<file path="src/rtl/zap_mem_request_unit.sv">
// Memory request unit: turns one pipeline memory op into a single cache bus cycle,
// with alignment faulting, ack timeout and flush-safe draining of outstanding cycles.
module zap_mem_request_unit #(
    parameter int ALIGN_CHECK    = 1,
    parameter int TIMEOUT_CYCLES = 255
) (
    input  logic        i_clk,
    input  logic        i_reset_n,
    input  logic        i_clear_from_writeback,
    input  logic        i_req_valid,
    input  logic        i_req_load,
    input  logic [31:0] i_req_addr,
    input  logic [31:0] i_req_wdata,
    input  logic        i_byte,
    input  logic        i_half,
    output logic        o_cache_stb,
    output logic        o_cache_wen,
    output logic [31:0] o_cache_addr,
    output logic [31:0] o_cache_wdata,
    output logic [3:0]  o_cache_ben,
    input  logic        i_cache_ack,
    input  logic [31:0] i_cache_rdata,
    input  logic [1:0]  i_cache_fault,
    output logic        o_data_stall,
    output logic        o_mem_done,
    output logic [31:0] o_mem_rd_data,
    output logic [1:0]  o_mem_fault
);

    localparam logic [1:0] IDLE  = 2'd0;
    localparam logic [1:0] WAIT  = 2'd1;
    localparam logic [1:0] DRAIN = 2'd2;

    localparam int            CW         = (TIMEOUT_CYCLES > 2) ? $clog2(TIMEOUT_CYCLES) : 1;
    localparam bit            TIMEOUT_EN = (TIMEOUT_CYCLES != 0);
    localparam logic [CW-1:0] CNT_LAST   = CW'((TIMEOUT_CYCLES > 0) ? TIMEOUT_CYCLES - 1 : 0);

    logic [1:0]    state_q, state_d;
    logic [CW-1:0] cnt_q, cnt_d;
    logic [31:0]   addr_q, addr_d;
    logic          wen_q, wen_d;
    logic [3:0]    ben_q, ben_d;
    logic [31:0]   wdata_q, wdata_d;
    logic          done_q, done_d;
    logic [31:0]   rd_data_q, rd_data_d;
    logic [1:0]    fault_q, fault_d;

    logic          is_word;
    logic          misaligned;
    logic          accept;
    logic          timed_out;
    logic [3:0]    req_ben;
    logic [31:0]   req_wdata;

    // Lane enables and replicated store data, so the cache can pick any lane.
    always_comb begin
        is_word    = !i_byte && !i_half;
        misaligned = (ALIGN_CHECK != 0) &&
                     ((i_half && !i_byte && i_req_addr[0]) ||
                      (is_word && (i_req_addr[1:0] != 2'b00)));
        accept     = (state_q == IDLE) && i_req_valid && !i_clear_from_writeback;
        timed_out  = TIMEOUT_EN && (cnt_q == CNT_LAST);
        req_ben    = 4'b1111;
        req_wdata  = i_req_wdata;
        if (i_byte) begin
            req_wdata = {4{i_req_wdata[7:0]}};
            if (!i_req_load) req_ben = 4'b0001 << i_req_addr[1:0];
        end else if (i_half) begin
            req_wdata = {2{i_req_wdata[15:0]}};
            if (!i_req_load) req_ben = i_req_addr[1] ? 4'b1100 : 4'b0011;
        end
    end

    always_comb begin
        state_d   = state_q;
        cnt_d     = cnt_q;
        addr_d    = addr_q;
        wen_d     = wen_q;
        ben_d     = ben_q;
        wdata_d   = wdata_q;
        done_d    = 1'b0;
        rd_data_d = rd_data_q;
        fault_d   = fault_q;
        case (state_q)
            IDLE: begin
                if (accept) begin
                    cnt_d = '0;
                    if (misaligned) begin
                        done_d  = 1'b1;
                        fault_d = 2'b01;
                    end else begin
                        state_d = WAIT;
                        addr_d  = i_req_addr;
                        wen_d   = !i_req_load;
                        ben_d   = req_ben;
                        wdata_d = req_wdata;
                    end
                end
            end
            // A flush never abandons a bus cycle; it only suppresses the result.
            WAIT: begin
                if (i_cache_ack) begin
                    state_d = IDLE;
                    if (!i_clear_from_writeback) begin
                        done_d  = 1'b1;
                        fault_d = i_cache_fault;
                        if (!wen_q) rd_data_d = i_cache_rdata;
                    end
                end else if (timed_out) begin
                    state_d = IDLE;
                    if (!i_clear_from_writeback) begin
                        done_d  = 1'b1;
                        fault_d = 2'b11;
                    end
                end else begin
                    cnt_d = cnt_q + CW'(1);
                    if (i_clear_from_writeback) state_d = DRAIN;
                end
            end
            DRAIN: begin
                if (i_cache_ack || timed_out) state_d = IDLE;
                else                          cnt_d   = cnt_q + CW'(1);
            end
            default: state_d = IDLE;
        endcase
    end

    always_ff @(posedge i_clk or negedge i_reset_n) begin
        if (!i_reset_n) begin
            state_q   <= IDLE;
            cnt_q     <= '0;
            addr_q    <= '0;
            wen_q     <= 1'b0;
            ben_q     <= '0;
            wdata_q   <= '0;
            done_q    <= 1'b0;
            rd_data_q <= '0;
            fault_q   <= '0;
        end else begin
            state_q   <= state_d;
            cnt_q     <= cnt_d;
            addr_q    <= addr_d;
            wen_q     <= wen_d;
            ben_q     <= ben_d;
            wdata_q   <= wdata_d;
            done_q    <= done_d;
            rd_data_q <= rd_data_d;
            fault_q   <= fault_d;
        end
    end

    // Strobe follows state so that reset drops it asynchronously.
    assign o_cache_stb   = (state_q != IDLE);
    assign o_data_stall  = (state_q != IDLE);
    assign o_cache_wen   = o_cache_stb && wen_q;
    assign o_cache_addr  = addr_q;
    assign o_cache_wdata = wdata_q;
    assign o_cache_ben   = ben_q;
    assign o_mem_done    = done_q;
    assign o_mem_rd_data = rd_data_q;
    assign o_mem_fault   = fault_q;

endmodule

</file>
<file path="config.mk">
export PLATFORM = sky130hd
export DESIGN_NAME = zap_mem_request_unit
export DESIGN_NICKNAME = d
export VERILOG_FILES = /design/src/rtl/zap_mem_request_unit.sv
export SDC_FILE = /design/constraint.sdc
export NUM_CORES = 1
export LEC_CHECK = 0
export CORE_MARGIN = 2
export CORE_UTILIZATION = 28
export DETAILED_ROUTE_END_ITERATION = 12
export GPL_ROUTABILITY_DRIVEN = 0
export SYNTH_ARGS = -nofsm -noshare
export SYNTH_HDL_FRONTEND = slang
export SYNTH_SLANG_ARGS = --single-unit
</file>
<file path="constraint.sdc">
create_clock -name i_clk -period 2.2 [get_ports i_clk]
set_clock_uncertainty 0.05 [all_clocks]
set_input_delay 0.33 -clock i_clk [delete_from_list [all_inputs] [get_ports i_clk]]
set_output_delay 0.33 -clock i_clk [all_outputs]
set_load 0.05 [all_outputs]
</file>
Word level (Yosys, flattened, before mapping)
Index checks and enable logic that the tools add are counted.
{ "totals": {"reg_bits": 114, "latch_bits": 0, "mem_bits_rw": 0, "rom_bits": 0, "input_bits": 106, "output_inout_bits": 106, "n_memories": 0} }
{ "op_classes": {"add_sub_neg": 1, "mul": 0, "div": 0, "n_lt_le_gt_ge": 0, "eq_ne": 14, "n_shift": 1, "mux": 32, "bitwise": 3, "n_reduce_logical": 23} }
{ "ops": {"columns": ["op", "n"], "rows": [
  ["32-bit two-way mux", 2],
  ["8-bit two-way mux", 4],
  ["2-bit two-way mux", 12],
  ["8-bit case mux with 3 select lines", 1],
  ["4-bit two-way mux", 5],
  ["2-bit != test (second input constant)", 7],
  ["3-bit != test (second input constant)", 3],
  ["8-bit by 1-bit adder with 8-bit output (second input constant)", 1],
  ["8-bit equality test (second input constant)", 1],
  ["4-bit AND reduction", 2],
  ["1-bit logical AND", 7],
  ["2-bit case mux with 3 select lines", 1],
  ["6-bit AND reduction", 1],
  ["2-bit nonzero test", 3],
  ["1-bit two-way mux", 5],
  ["5-bit AND reduction", 1],
  ["1-bit zero test", 4],
  ["4-bit != test (second input constant)", 1],
  ["2-bit case mux with 2 select lines", 1],
  ["1-bit by 2-bit left shift with 4-bit output (first input constant)", 1],
  ["1-bit inverter", 3],
  ["3-bit AND reduction", 1],
  ["3-bit nonzero test", 1],
  ["2-bit by 1-bit equality test with 1-bit output (second input constant)", 1],
  ["4 further kinds", 5]
]} }

Depth between registers and ports, before layout
{ "depth": {"depth_word": 7, "mapped_depth": 9, "ltp_nobuf": 6} }

Least setup slack after synthesis
No wires, ideal clock.
{ "synth_path": {"kind": "register -> register", "start": "register state_q[1]", "end": "register addr_q[26] (netlist: o_cache_addr[26])", "setup_ns": 0.125, "t_arrival_ns": 2.011, "t_required_ns": 2.025, "path_slack_ns": 0.013, "path_stages_with_launch": 10, "n_path_buf": 4, "cell_sequence": "dfrtp_1 -> inv_1 -> ha_1 -> buf_2 -> inv_2 -> or3_1 -> buf_2 -> buf_6 -> buf_6 -> mux2_4"} }
{ "synth_via": {"elab_chain_len": 4} }
{ "synth_lines": {"columns": ["element", "line_no", "source"], "rows": [
  ["start, declared", "38", "logic [1:0] state_q, state_d;"],
  ["start signal, assigned", "140", "state_q <= state_d;"],
  ["2-bit zero test *", "61, 84", null],
  ["1-bit logical AND (2 in series)", "61", "accept = (state_q == IDLE) && i_req_valid && !i_clear_from_writeback;"],
  ["3-bit AND reduction (no source line) *", null, null],
  ["end signal, assigned", "142", "addr_q <= addr_d;"],
  ["end, declared", "40", "logic [31:0] addr_q, addr_d;"]
]} }
Every way passes the cells marked *; elsewhere a longest branch is shown, timed or not.
A chain may end at the register's enable or synchronous reset.

Worst setup path after layout
{ "layout_path": {"start": "register state_q[0]", "end": "output port o_cache_wen"} }
{ "layout_via": {"elab_chain_len": 2} }
{ "layout_lines": {"columns": ["element", "line_no", "source"], "rows": [
  ["2-bit nonzero test", "153", "assign o_cache_stb = (state_q != IDLE);"],
  ["1-bit logical AND", "155", "assign o_cache_wen = o_cache_stb && wen_q;"],
  ["end, declared", "17", "output logic o_cache_wen,"]
]} }
No other way between the ends.

==> impl_metrics.csv <==
group,metric,value,unit
worst_setup_path,cp_max_fo,8,
detailed_routing,vias_per_cell,4.554,
cts,cts_resized,0,
synthesis,syn_nets,501,
layout,final_cell_mix,"clkdlybuf4s50_1, dfrtp_1, mux2_2",
worst_setup_path,ff2ff_setup_slack,190,ps
worst_setup_path,start_kind,"flop",
cts,cts_setup_buffers,0,
placement,numPortBuffers,211,
cts,cts.reportedPaths.clkPinSlew,50,ps
layout,area.growth.synth_to_final,62.43,%
global_route,grt_pass1_wl,22.25,mm
worst_setup_path,crit_type,"flop to primary output",
layout,nets,730,
synthesis,synth-seq-area-share,56.13,%
cts,cts_tree,"built",
worst_setup_path,r2r_cells,7,
run_status,run_status,"complete, no violations",
global_route,grt-ovfl-total,0,
detailed_routing,drtAntennaViolNets,0,
detailed_routing,drc,0,
layout,final_common_cell,"clkdlybuf4s50_1",
floorplan,ios,212,
synthesis,syn_avg_cell_area,13.07,um^2
worst_setup_path,arrival,1680,ps
cts,clockBufferDepth,2,
detailed_routing,dr.pass1.iters,5,
global_route,grt_max_degree,48,
worst_setup_path,startpoint,"state_q[0]",
floorplan,rows,49,
sta,max-slew-margin-rel,62.17,%
synthesis,ys_types,44,
sta,post-route-min-period,2064,ps
sta,tightest_slew,565.8,ps
layout,drive_above_1_share,26.15,%
run,cap_violations,0,
synthesis,synth-seq-cells,114,
synthesis,syn_inst,389,
pwr,p_leak,3.540,nW
global_route,grt_pass1_vias,4190,
global_route,antenna_found_initial,1,
cts,h-tree-depth,4,
sta,rsz0062_at_grt,"no",
sta,setup_viol,0,
worst_setup_path,required,1820,ps
pwr,p_per_area,1710,nW/um^2
sta,fmax,484.5,MHz
floorplan,start_util,28.39,%
cts,hold_buffers,1,
placement,dp_hpwl,10.07,mm
detailed_routing,wl_per_cell,16.01,um
worst_setup_path,crit_path_end_kind,"primary output",
floorplan,die-height,138.7,um
detailed_routing,num_vias,3921,
sta,hold_viol,0,
worst_setup_path,r2r-end,"o_mem_rd_data[9]",
cts,root_buffer,"clkbuf_16",
pwr,peakVddDrop,1.231,mV
global_route,track_usage,14.52,%
floorplan,dieWidth,138.7,um
floorplan,fp.coreArea,17900,um^2
synthesis,synth_warnings,0,
worst_hold_path,hold_class,"input pin to asynchronous set/reset pin",
synthesis,syn-cell-area,5082,um^2
layout,final_util,46.11,%
pwr,fin_total_pwr,14.12,mW
worst_setup_path,r2r-start,"state_q[1]",
sta,drv_slew,0,
floorplan,die_area,19240,um^2
cts,cts_buffers,17,
detailed_routing,routed_wirelength,13.78,mm
sta,fin_crit_sh,93.82,%
cts,clock_latency,410,ps
cts,clkSinkCount,114,
detailed_routing,drt_iter0_drc,91,
[critical path: stages (launching register included)]
cell	delay (ps)
dfrtp_1	400
inv_1	90
ha_1	230
buf_4	170
nor2b_1	200
buf_12	170
[where the power goes]
| group | internal, mW | total [mW] | switching [mW] |
|---|---|---|---|
| sequential | 3.08 | 3.61 | 0.530 |
| clock | 1.98 | 2.94 | 0.961 |
| combinational | 2.83 | 7.57 | 4.73 |
| total | 7.89 | 14.1 | 6.23 |
[state kept, by name, summed over array words and instances (netlist names)]
| name | cells |
|---|---|
| cnt_q | 8 |
| o_cache_addr | 32 |
| o_cache_ben | 4 |
| o_cache_wdata | 32 |
| o_mem_done | 1 |
| o_mem_fault | 2 |
| o_mem_rd_data | 32 |
| state_q | 2 |
| wen_q | 1 |
[metrics by stage]
step	instances	hold slack [ps]	TNS, ps	setup slack, ps	cell area (um^2)
finish	861	337.7	0	135.9	8255
global route	861	358.3	0	22.04	8255
CTS	860	331.8	0	109.0	8253
detailed placement	827	230.8	-8.855	-8.855	7612
global placement	827	218.7	0	26.08	7612
floorplan	389	-15.59	0	13.40	5082
[cell families after synthesis]
kind of cell	after synthesis	synth area share (%)
muxes	115	25.58
DFF	114	56.13
AOI/OAI and AO/OA	64	8.100
and+or+nand+nor	50	5.096
buffers and inverters	40	3.619
adders and majority gates	6	1.477
[cells in the mapped netlist (all sizes together)]
library cell,count,area [um^2]
a2111oi,1,8.760
a211o,1,8.760
a211oi,2,15.01
a21boi,1,7.510
a21o,2,15.01
a21oi,9,48.80
a221oi,1,8.760
a2bb2oi,1,8.760
a311oi,1,8.760
a31o,1,8.760
a31oi,2,12.51
a41o,1,10.01
and3,4,25.02
and4,1,8.760
buf,16,92.59
clkbuf,6,23.77
dfrtp,114,2853
ha,6,75.07
inv,18,67.56
mux2,104,1190
mux2i,11,110.1
nand2,14,52.55
nand2b,4,25.02
nand3,6,30.03
nand4,2,12.51
nand4b,1,8.760
nand4bb,1,11.26
nor2,7,26.28
nor2b,3,18.77
nor3,3,15.01
o211ai,1,7.510
o21ai,24,120.1
o22a,1,8.760
o31ai,14,105.1
o41ai,1,8.760
or2,3,18.77
or3,1,6.260
[how the worst max path moves through the flow]
stage | slack (ps) | end | cells past startpoint
CTS | 110 | o_mem_fault[1] | 1
finish | 140 | o_cache_wen | 5
global placement | 30 | o_cache_wdata[17] | 6
global route | 20 | o_cache_wen | 5
detailed placement | -9 | o_mem_fault[1] | 6
floorplan | 10 | o_cache_addr[26] | 9
[metal layers]
layer	track usage, %	routed length [um]	up-vias	part of all wire (%)
met5	0	0	-	0
met4	4.572	207	0	1.5
met3	6.699	1296	10	9.4
met2	23.89	6681	174	48
met1	16.97	5595	1884	41
li1	-	-	1853	-
[layout make-up]
class,count,area (um^2)
Sequential cell,114,2853
Fill cell,1575,9647
Antenna cell,1,2.502
Clock inverter,9,152.6
Inverter,18,67.56
Multi-Input combinational cell,235,2053
Tap cell,229,286.5
Clock buffer,23,478.0
Timing Repair Buffer,232,2362
Power figures use the tool's default switching activity.
